File: src/rtl/mainram_pkg.sv
// rtl/mainram_pkg.sv - shared types and helpers for the main RAM bus initiator
package mainram_pkg;

  localparam int DATA_W = 32;

  typedef enum logic [1:0] {
    SZ_BYTE = 2'd0,
    SZ_HALF = 2'd1,
    SZ_WORD = 2'd2
  } size_t;

  typedef enum logic [1:0] {
    ST_IDLE   = 2'd0,
    ST_WAIT   = 2'd1,
    ST_ACCESS = 2'd2
  } state_t;

  // The reserved size code behaves as a word access.
  function automatic size_t decode_size(input logic [1:0] code);
    case (code)
      2'd0:    decode_size = SZ_BYTE;
      2'd1:    decode_size = SZ_HALF;
      default: decode_size = SZ_WORD;
    endcase
  endfunction

  function automatic logic [2:0] size_bytes(input size_t sz);
    case (sz)
      SZ_BYTE: size_bytes = 3'd1;
      SZ_HALF: size_bytes = 3'd2;
      default: size_bytes = 3'd4;
    endcase
  endfunction

endpackage

File: src/rtl/mainram_bus_initiator_if.sv
// rtl/mainram_bus_initiator_if.sv - request/response handshake between arbiter and RAM initiator
interface mainram_bus_initiator_if #(
  parameter int ADDR_W  = 14,
  parameter int BURST_W = 3
);
  import mainram_pkg::*;

  logic                req_valid;
  logic                req_ready;
  logic                req_write;
  logic [1:0]          req_size;
  logic [ADDR_W+1:0]   req_addr;
  logic [DATA_W-1:0]   req_wdata;
  logic [BURST_W-1:0]  req_len;
  logic                rsp_valid;
  logic [DATA_W-1:0]   rsp_rdata;
  logic                rsp_last;

  modport master (
    output req_valid, req_write, req_size, req_addr, req_wdata, req_len,
    input  req_ready, rsp_valid, rsp_rdata, rsp_last
  );

  modport slave (
    input  req_valid, req_write, req_size, req_addr, req_wdata, req_len,
    output req_ready, rsp_valid, rsp_rdata, rsp_last
  );

endinterface

File: src/rtl/mainram_lane_steer.sv
// rtl/mainram_lane_steer.sv - byte-lane enables, write replication and read extraction
// Optional MAINRAM_MISALIGN_ROTATE_EN: misaligned word reads rotate right by 8*addr[1:0].
module mainram_lane_steer
  import mainram_pkg::*;
(
  input  size_t              size,
  input  logic [1:0]         addr_lo,
  input  logic [DATA_W-1:0]  wdata,
  input  logic [DATA_W-1:0]  ram_q,
  output logic [3:0]         byteena,
  output logic [DATA_W-1:0]  wdata_rep,
  output logic [DATA_W-1:0]  rdata
);

  logic [4:0] sh;
  logic [DATA_W-1:0] q_shr;

  assign sh    = {addr_lo, 3'b000};
  assign q_shr = ram_q >> sh;

  always_comb begin
    byteena   = 4'b0000;
    wdata_rep = '0;
    rdata     = '0;
    case (size)
      SZ_BYTE: begin
        byteena   = 4'b0001 << addr_lo;
        wdata_rep = {4{wdata[7:0]}};
        rdata     = {24'd0, q_shr[7:0]};
      end
      SZ_HALF: begin
        byteena   = addr_lo[1] ? 4'b1100 : 4'b0011;
        wdata_rep = {2{wdata[15:0]}};
        rdata     = {16'd0, (addr_lo[1] ? ram_q[31:16] : ram_q[15:0])};
      end
      default: begin
        byteena   = 4'b1111;
        wdata_rep = wdata;
`ifdef MAINRAM_MISALIGN_ROTATE_EN
        // A shift by 32 yields zero, so the aligned case collapses to ram_q.
        rdata     = q_shr | (ram_q << (6'd32 - {1'b0, sh}));
`else
        rdata     = ram_q;
`endif
      end
    endcase
  end

endmodule

File: src/rtl/mainram_bus_initiator.sv
// rtl/mainram_bus_initiator.sv - wait-stated single/burst initiator for the word-addressed main RAM
// Optional MAINRAM_MISALIGN_ROTATE_EN is handled inside mainram_lane_steer.
module mainram_bus_initiator
  import mainram_pkg::*;
#(
  parameter int ADDR_W      = 14,
  parameter int WAIT_CYCLES = 2,
  parameter int BURST_W     = 3
) (
  input  logic                 clock,
  input  logic                 reset_n,
  mainram_bus_initiator_if.slave bus,
  output logic                 ram_wren,
  output logic [ADDR_W-1:0]    ram_address,
  output logic [DATA_W-1:0]    ram_data,
  output logic [3:0]           ram_byteena,
  input  logic [DATA_W-1:0]    ram_q
);

  localparam int AW  = ADDR_W + 2;
  localparam int WCW = (WAIT_CYCLES > 1) ? $clog2(WAIT_CYCLES) : 1;
  localparam logic [WCW-1:0] WAIT_LAST = WCW'((WAIT_CYCLES > 0) ? WAIT_CYCLES - 1 : 0);

  state_t               state, state_nxt;
  logic                 wr_q;
  size_t                size_q;
  logic [AW-1:0]        addr_q, addr_nxt;
  logic [DATA_W-1:0]    wdata_q;
  logic [BURST_W-1:0]   len_q, beat_q;
  logic [WCW-1:0]       wait_q;
  logic                 rsp_valid_q, rsp_last_q;
  logic [DATA_W-1:0]    rsp_rdata_q;

  logic                 accept, in_access, last_beat;
  logic [3:0]           lane_be;
  logic [DATA_W-1:0]    lane_wdata, lane_rdata;

  assign accept    = bus.req_valid && (state == ST_IDLE);
  assign in_access = (state == ST_ACCESS);
  assign last_beat = (beat_q == len_q);

  mainram_lane_steer u_steer (
    .size      (size_q),
    .addr_lo   (addr_q[1:0]),
    .wdata     (wdata_q),
    .ram_q     (ram_q),
    .byteena   (lane_be),
    .wdata_rep (lane_wdata),
    .rdata     (lane_rdata)
  );

  always_ff @(posedge clock or negedge reset_n) begin
    if (!reset_n) state <= ST_IDLE;
    else          state <= state_nxt;
  end

  always_comb begin
    state_nxt = state;
    addr_nxt  = addr_q;
    case (state)
      ST_IDLE: begin
        if (accept) begin
          addr_nxt  = bus.req_addr;
          state_nxt = (WAIT_CYCLES > 0) ? ST_WAIT : ST_ACCESS;
        end
      end
      ST_WAIT: begin
        if (wait_q == WAIT_LAST) state_nxt = ST_ACCESS;
      end
      ST_ACCESS: begin
        // Byte address wraps naturally, which wraps the word address too.
        addr_nxt = addr_q + AW'(size_bytes(size_q));
        if (last_beat)             state_nxt = ST_IDLE;
        else if (WAIT_CYCLES > 0)  state_nxt = ST_WAIT;
        else                       state_nxt = ST_ACCESS;
      end
      default: state_nxt = ST_IDLE;
    endcase
  end

  always_ff @(posedge clock or negedge reset_n) begin
    if (!reset_n) begin
      wr_q        <= 1'b0;
      size_q      <= SZ_BYTE;
      addr_q      <= '0;
      wdata_q     <= '0;
      len_q       <= '0;
      beat_q      <= '0;
      wait_q      <= '0;
      ram_address <= '0;
      rsp_valid_q <= 1'b0;
      rsp_last_q  <= 1'b0;
      rsp_rdata_q <= '0;
    end else begin
      addr_q <= addr_nxt;
      if (accept) begin
        wr_q    <= bus.req_write;
        size_q  <= decode_size(bus.req_size);
        wdata_q <= bus.req_wdata;
        len_q   <= bus.req_len;
        beat_q  <= '0;
      end else if (in_access) begin
        beat_q  <= beat_q + BURST_W'(1);
      end
      wait_q <= ((state == ST_WAIT) && (wait_q != WAIT_LAST)) ? wait_q + WCW'(1) : '0;
      // ram_address only moves on entry to ACCESS and holds otherwise.
      if (state_nxt == ST_ACCESS) ram_address <= addr_nxt[AW-1:2];
      rsp_valid_q <= in_access;
      rsp_last_q  <= in_access && last_beat;
      if (in_access) rsp_rdata_q <= wr_q ? '0 : lane_rdata;
    end
  end

  assign bus.req_ready = (state == ST_IDLE);
  assign bus.rsp_valid = rsp_valid_q;
  assign bus.rsp_last  = rsp_last_q;
  assign bus.rsp_rdata = rsp_rdata_q;
  assign ram_wren      = in_access && wr_q;
  assign ram_byteena   = in_access ? lane_be : 4'b0000;
  assign ram_data      = in_access ? lane_wdata : '0;

endmodule

File: src/flat_wrapper.sv
// flat-port wrapper written by rule: the top's interface ports become plain ports
module mainram_bus_initiator_flat import mainram_pkg::*;
#(
  parameter int ADDR_W      = 14,
  parameter int WAIT_CYCLES = 2,
  parameter int BURST_W     = 3
)
  (clock, reset_n, ram_wren, ram_address, ram_data, ram_byteena, ram_q, bus_req_valid, bus_req_write, bus_req_size, bus_req_addr, bus_req_wdata, bus_req_len, bus_req_ready, bus_rsp_valid, bus_rsp_rdata, bus_rsp_last);
  mainram_bus_initiator_if #(.ADDR_W(ADDR_W), .BURST_W(BURST_W)) bus_i ();
  input  logic clock;
  input  logic reset_n;
  output logic ram_wren;
  output logic [ADDR_W-1:0] ram_address;
  output logic [DATA_W-1:0] ram_data;
  output logic [3:0] ram_byteena;
  input  logic [DATA_W-1:0] ram_q;
  input wire logic [$bits(bus_i.req_valid)-1:0] bus_req_valid;
  input wire logic [$bits(bus_i.req_write)-1:0] bus_req_write;
  input wire logic [$bits(bus_i.req_size)-1:0] bus_req_size;
  input wire logic [$bits(bus_i.req_addr)-1:0] bus_req_addr;
  input wire logic [$bits(bus_i.req_wdata)-1:0] bus_req_wdata;
  input wire logic [$bits(bus_i.req_len)-1:0] bus_req_len;
  output wire logic [$bits(bus_i.req_ready)-1:0] bus_req_ready;
  output wire logic [$bits(bus_i.rsp_valid)-1:0] bus_rsp_valid;
  output wire logic [$bits(bus_i.rsp_rdata)-1:0] bus_rsp_rdata;
  output wire logic [$bits(bus_i.rsp_last)-1:0] bus_rsp_last;
  assign bus_i.req_valid = bus_req_valid;
  assign bus_i.req_write = bus_req_write;
  assign bus_i.req_size = bus_req_size;
  assign bus_i.req_addr = bus_req_addr;
  assign bus_i.req_wdata = bus_req_wdata;
  assign bus_i.req_len = bus_req_len;
  assign bus_req_ready = bus_i.req_ready;
  assign bus_rsp_valid = bus_i.rsp_valid;
  assign bus_rsp_rdata = bus_i.rsp_rdata;
  assign bus_rsp_last = bus_i.rsp_last;
  mainram_bus_initiator #(.ADDR_W(ADDR_W), .WAIT_CYCLES(WAIT_CYCLES), .BURST_W(BURST_W)) u_core (.clock(clock), .reset_n(reset_n), .bus(bus_i), .ram_wren(ram_wren), .ram_address(ram_address), .ram_data(ram_data), .ram_byteena(ram_byteena), .ram_q(ram_q));
endmodule
File: config.mk
export PLATFORM = sky130hd
export DESIGN_NAME = mainram_bus_initiator_flat
export DESIGN_NICKNAME = d
export VERILOG_FILES = /design/src/rtl/mainram_pkg.sv /design/src/rtl/mainram_bus_initiator_if.sv /design/src/rtl/mainram_lane_steer.sv /design/src/rtl/mainram_bus_initiator.sv /design/src/flat_wrapper.sv
export SDC_FILE = /design/constraint.sdc
export NUM_CORES = 1
export LEC_CHECK = 0
export ABC_AREA = 1
export BUFFER_PORTS_ARGS = -buffer_cell sky130_fd_sc_hd__clkbuf_2
export CAP_MARGIN = 20
export CORE_UTILIZATION = 40
export DETAILED_ROUTE_END_ITERATION = 6
export GPL_TIMING_DRIVEN = 0
export HOLD_SLACK_MARGIN = 0.06
export PLACE_DENSITY = 0.68
export SLEW_MARGIN = 25
export SYNTH_ARGS = -nofsm -noshare
export SYNTH_HDL_FRONTEND = slang
export SYNTH_SLANG_ARGS = --single-unit
File: constraint.sdc
create_clock -name clock -period 2 [get_ports clock]
set_input_delay 0 -clock clock [delete_from_list [all_inputs] [get_ports clock]]
set_output_delay 0 -clock clock [all_outputs]
set_load 0.02 [all_outputs]
==> reports/qor.yml <==
outcome: "complete, no violations"
syn2layout_area_growth_pct: 44.1
remaining_drc_errors: 0
syn_area_um2: 5580
gr-usage-all-layers: 0.267
syn_nets: 837
synth_cells: 744
die_y_um: 120
drtIter0Drc: 430
power_density_nw_per_um2: 1410
cts_buffers: 9
ioPinCount: 175
grt_pass1_vias: 5959
antenna_found_initial: 0
overflow: 0
die_area_um2: 14400
cts_buffer_depth: 2
p_leak_nw: 4.26
grt_start_max_net_pins: 61
layout_setup_ws_ns: 0.0530
wl_met3_um: 1180
cpMostUsedCell: "buf_4"
crit_type: "register to output pin"
yosys_warnings: 0
tightest_slew_ns: 0.494
diodes: 0
path_buf_inv: 4
nets: 1118
finalCritPeriodShare: 0.973
core_um2: 13400
clk_pin_slew_worst_paths_ns: 0.07
grt_pass1_wl_um: 29700
max_cap_viol_count: 0
ir_drop_uv: 611
cts-root-buf: "clkbuf_16"
drt-pass1-iter-count: 5
cts_sinks: 108
cp-start-kind: "register"
relSlewSlack: 0.671
finClkSkew_ns: 0.00957
ant_nets: 0
wirelength_um: 18500
worstSkewPairLatency_ns: 0.36
required_ns: 2.00
crit_arrival_ns: 1.95
initial_core_util: 0.417
endpoint_kind: "output pin"
finalNonFillerCells: 1206
crit_slowest_cell: "dfrtp_1"
max_freq_mhz: 514
vias_per_cell: 5.08
drive_above_1_share: 0.247
min_path_type: "input port to register"
vias: 6124
die_w_um: 120
wl_met2_um: 8730
period_needed_ns: 1.95
gp_congestion: 0.925
place_area_um2: 6710
cts_tree: "done"
critical-path-top-delay-family: "buffers and inverters"
post-route-cell-area_um2: 8040
n_fill_cell: 1235
max_stage_delay_ns: 0.36
total_power_mw: 11.4
wl_per_cell_um: 15.4
ys_ff_latch: 108
rsz0062_at_grt: "true"
ys_seq_area_frac: 0.484
yosysUniqueCellTypes: 30
top_layer: "met4"
drv_slew: 0
post-place-cells: 1095
drt-met1-wl_um: 8090
fin_tns_setup_ns: 0
critical_path.cell_chain: "buf_4 > nor2_4 > buf_4 > buf_4 > o21ai_0 > a21oi_1 > clkbuf_2"
row_count: 42
finalSetupViolations: 0
avgSynthCellArea_um2: 7.50
path_max_fanout: 10
io_buffers: 174
htree_levels: 3
finalHoldViolCount: 0
dpl_worst_slack_ns: -0.491
hpwl_um: 13100
## synthesized netlist by cell type, drive strengths merged
cell type / instances / area (µm²)
a21oi: 48 / 240
a22o: 2 / 17.5
a22oi: 8 / 60.1
a32o: 1 / 10.0
and3: 1 / 6.26
buf: 20 / 105
clkbuf: 14 / 52.6
dfrtp: 108 / 2700
ha: 4 / 50.1
inv: 70 / 263
nand2: 255 / 977
nand3: 34 / 183
nand3b: 1 / 7.51
nand4: 4 / 25.0
nor2: 50 / 210
nor3: 6 / 30.0
o211ai: 7 / 52.6
o21ai: 92 / 460
o22ai: 15 / 93.8
xnor2: 3 / 26.3
xor2: 1 / 8.76
## flip-flops by register name (all words and copies together) (netlist names)
register,count
u_core.wait_q,1
u_core.bus.rsp_rdata,32
u_core.bus.rsp_last,1
u_core.state,2
u_core.bus.rsp_valid,1
u_core.len_q,3
u_core.wr_q,1
u_core.wdata_q,32
u_core.ram_address,14
u_core.size_q,2
u_core.addr_q,16
u_core.beat_q,3
## stage by stage
| stage | hold slack [ns] | utilization |
|---|---|---|
| floorplan | -0.296 | - |
| global placement | 0.197 | 0.498 |
| detailed placement | 0.0188 | 0.501 |
| CTS | 0.0629 | 0.591 |
| global route | 0.142 | 0.600 |
| finish | 0.0762 | 0.600 |
## cells by family (layout without fill, tap and decap cells)
group,after synthesis,after routing,share of synthesized area
XOR/XNOR,4,4,0.00628
flip-flops,108,108,0.484
buffers and inverters,104,390,0.0753
AND/OR/NAND/NOR,351,351,0.258
adder cells (fa/ha/maj),4,4,0.00897
AO/OA/AOI/OAI,173,173,0.167
## path summary, 6_finish.rpt
path,cells after the start,from,slack (ns),end
worst max-delay path,7,u_core.state[0],0.05,ram_byteena[3]
worst min-delay path,5,bus_req_addr[10],0.08,u_core.addr_q[10]
worst max register to register,14,u_core.size_q[1],0.10,u_core.ram_address[1]
worst min register to register,1,u_core.wait_q,0.47,u_core.wait_q
max in group asynchronous,3,reset_n,1.18,u_core.ram_address[1]
min in group asynchronous,2,reset_n,0.19,u_core.wdata_q[17]
## cell usage in the layout (no fill, tap or decap), types with 3 or more instances in the layout
cell type / count
nand2_4: 3
o211ai_1: 7
clkbuf_16: 9
nand2_1: 247
clkbuf_4: 3
dlygate4sd3_1: 79
xnor2_1: 3
nand2_2: 4
a21oi_1: 47
a22oi_1: 8
buf_4: 19
o21ai_1: 15
inv_1: 64
nand3_1: 32
nor3_1: 4
nor2_4: 3
clkbuf_1: 11
clkbuf_2: 174
nand4_1: 4
nor2_1: 47
dfrtp_1: 106
inv_2: 4
o21ai_0: 77
o22ai_1: 15
buf_2: 12
## repair_timing
action | in CTS | in global routing
setup buffers | 6 | 9
pin swaps | 5 | 6
cloned | 0 | 1
endpoints found under the hold margin | 165 | 0
setup endpoints to repair | 64 | 25
hold buffers | 79 | 0
gates resized for setup | 25 | 17
## worst reg2reg max path, cell delays in order (launching register included)
cell and delay, ns:
dfrtp_2 0.43, inv_4 0.08, buf_8 0.12, nand2_8 0.06, inv_8 0.05, ha_4 0.12
nand2_1 0.04, nand3b_1 0.18, nand2_2 0.12, buf_6 0.13, nand2_4 0.05, nand3_2 0.07
o211ai_1 0.17, nand2_1 0.12, nand2_1 0.05
## cell type report
cell class              count  area, µm²  share of cell area
well taps                 176        220              0.0274
inverters                  70        273              0.0339
plain buffers              34        186              0.0232
multi-input cells         532       2530               0.315
clock inverters             5       60.1             0.00747
repair buffers            270       1820               0.227
clock buffers              11        243              0.0302
flip-flops and latches    108       2710               0.336
## power by group
| group | internal [mW] | switching [mW] |
|---|---|---|
| combinational | 2.05 | 3.67 |
| sequential | 3.11 | 0.682 |
| clock | 1.01 | 0.834 |
## layer usage
| layer | vias to the layer above | global-route usage |
|---|---|---|
| met1 | 2836 | 0.354 |
| li1 | 2989 | - |
| met5 | - | 0 |
| met4 | 0 | 0.119 |
| met3 | 42 | 0.0404 |
| met2 | 257 | 0.432 |
Power figures use the tool's default switching activity.
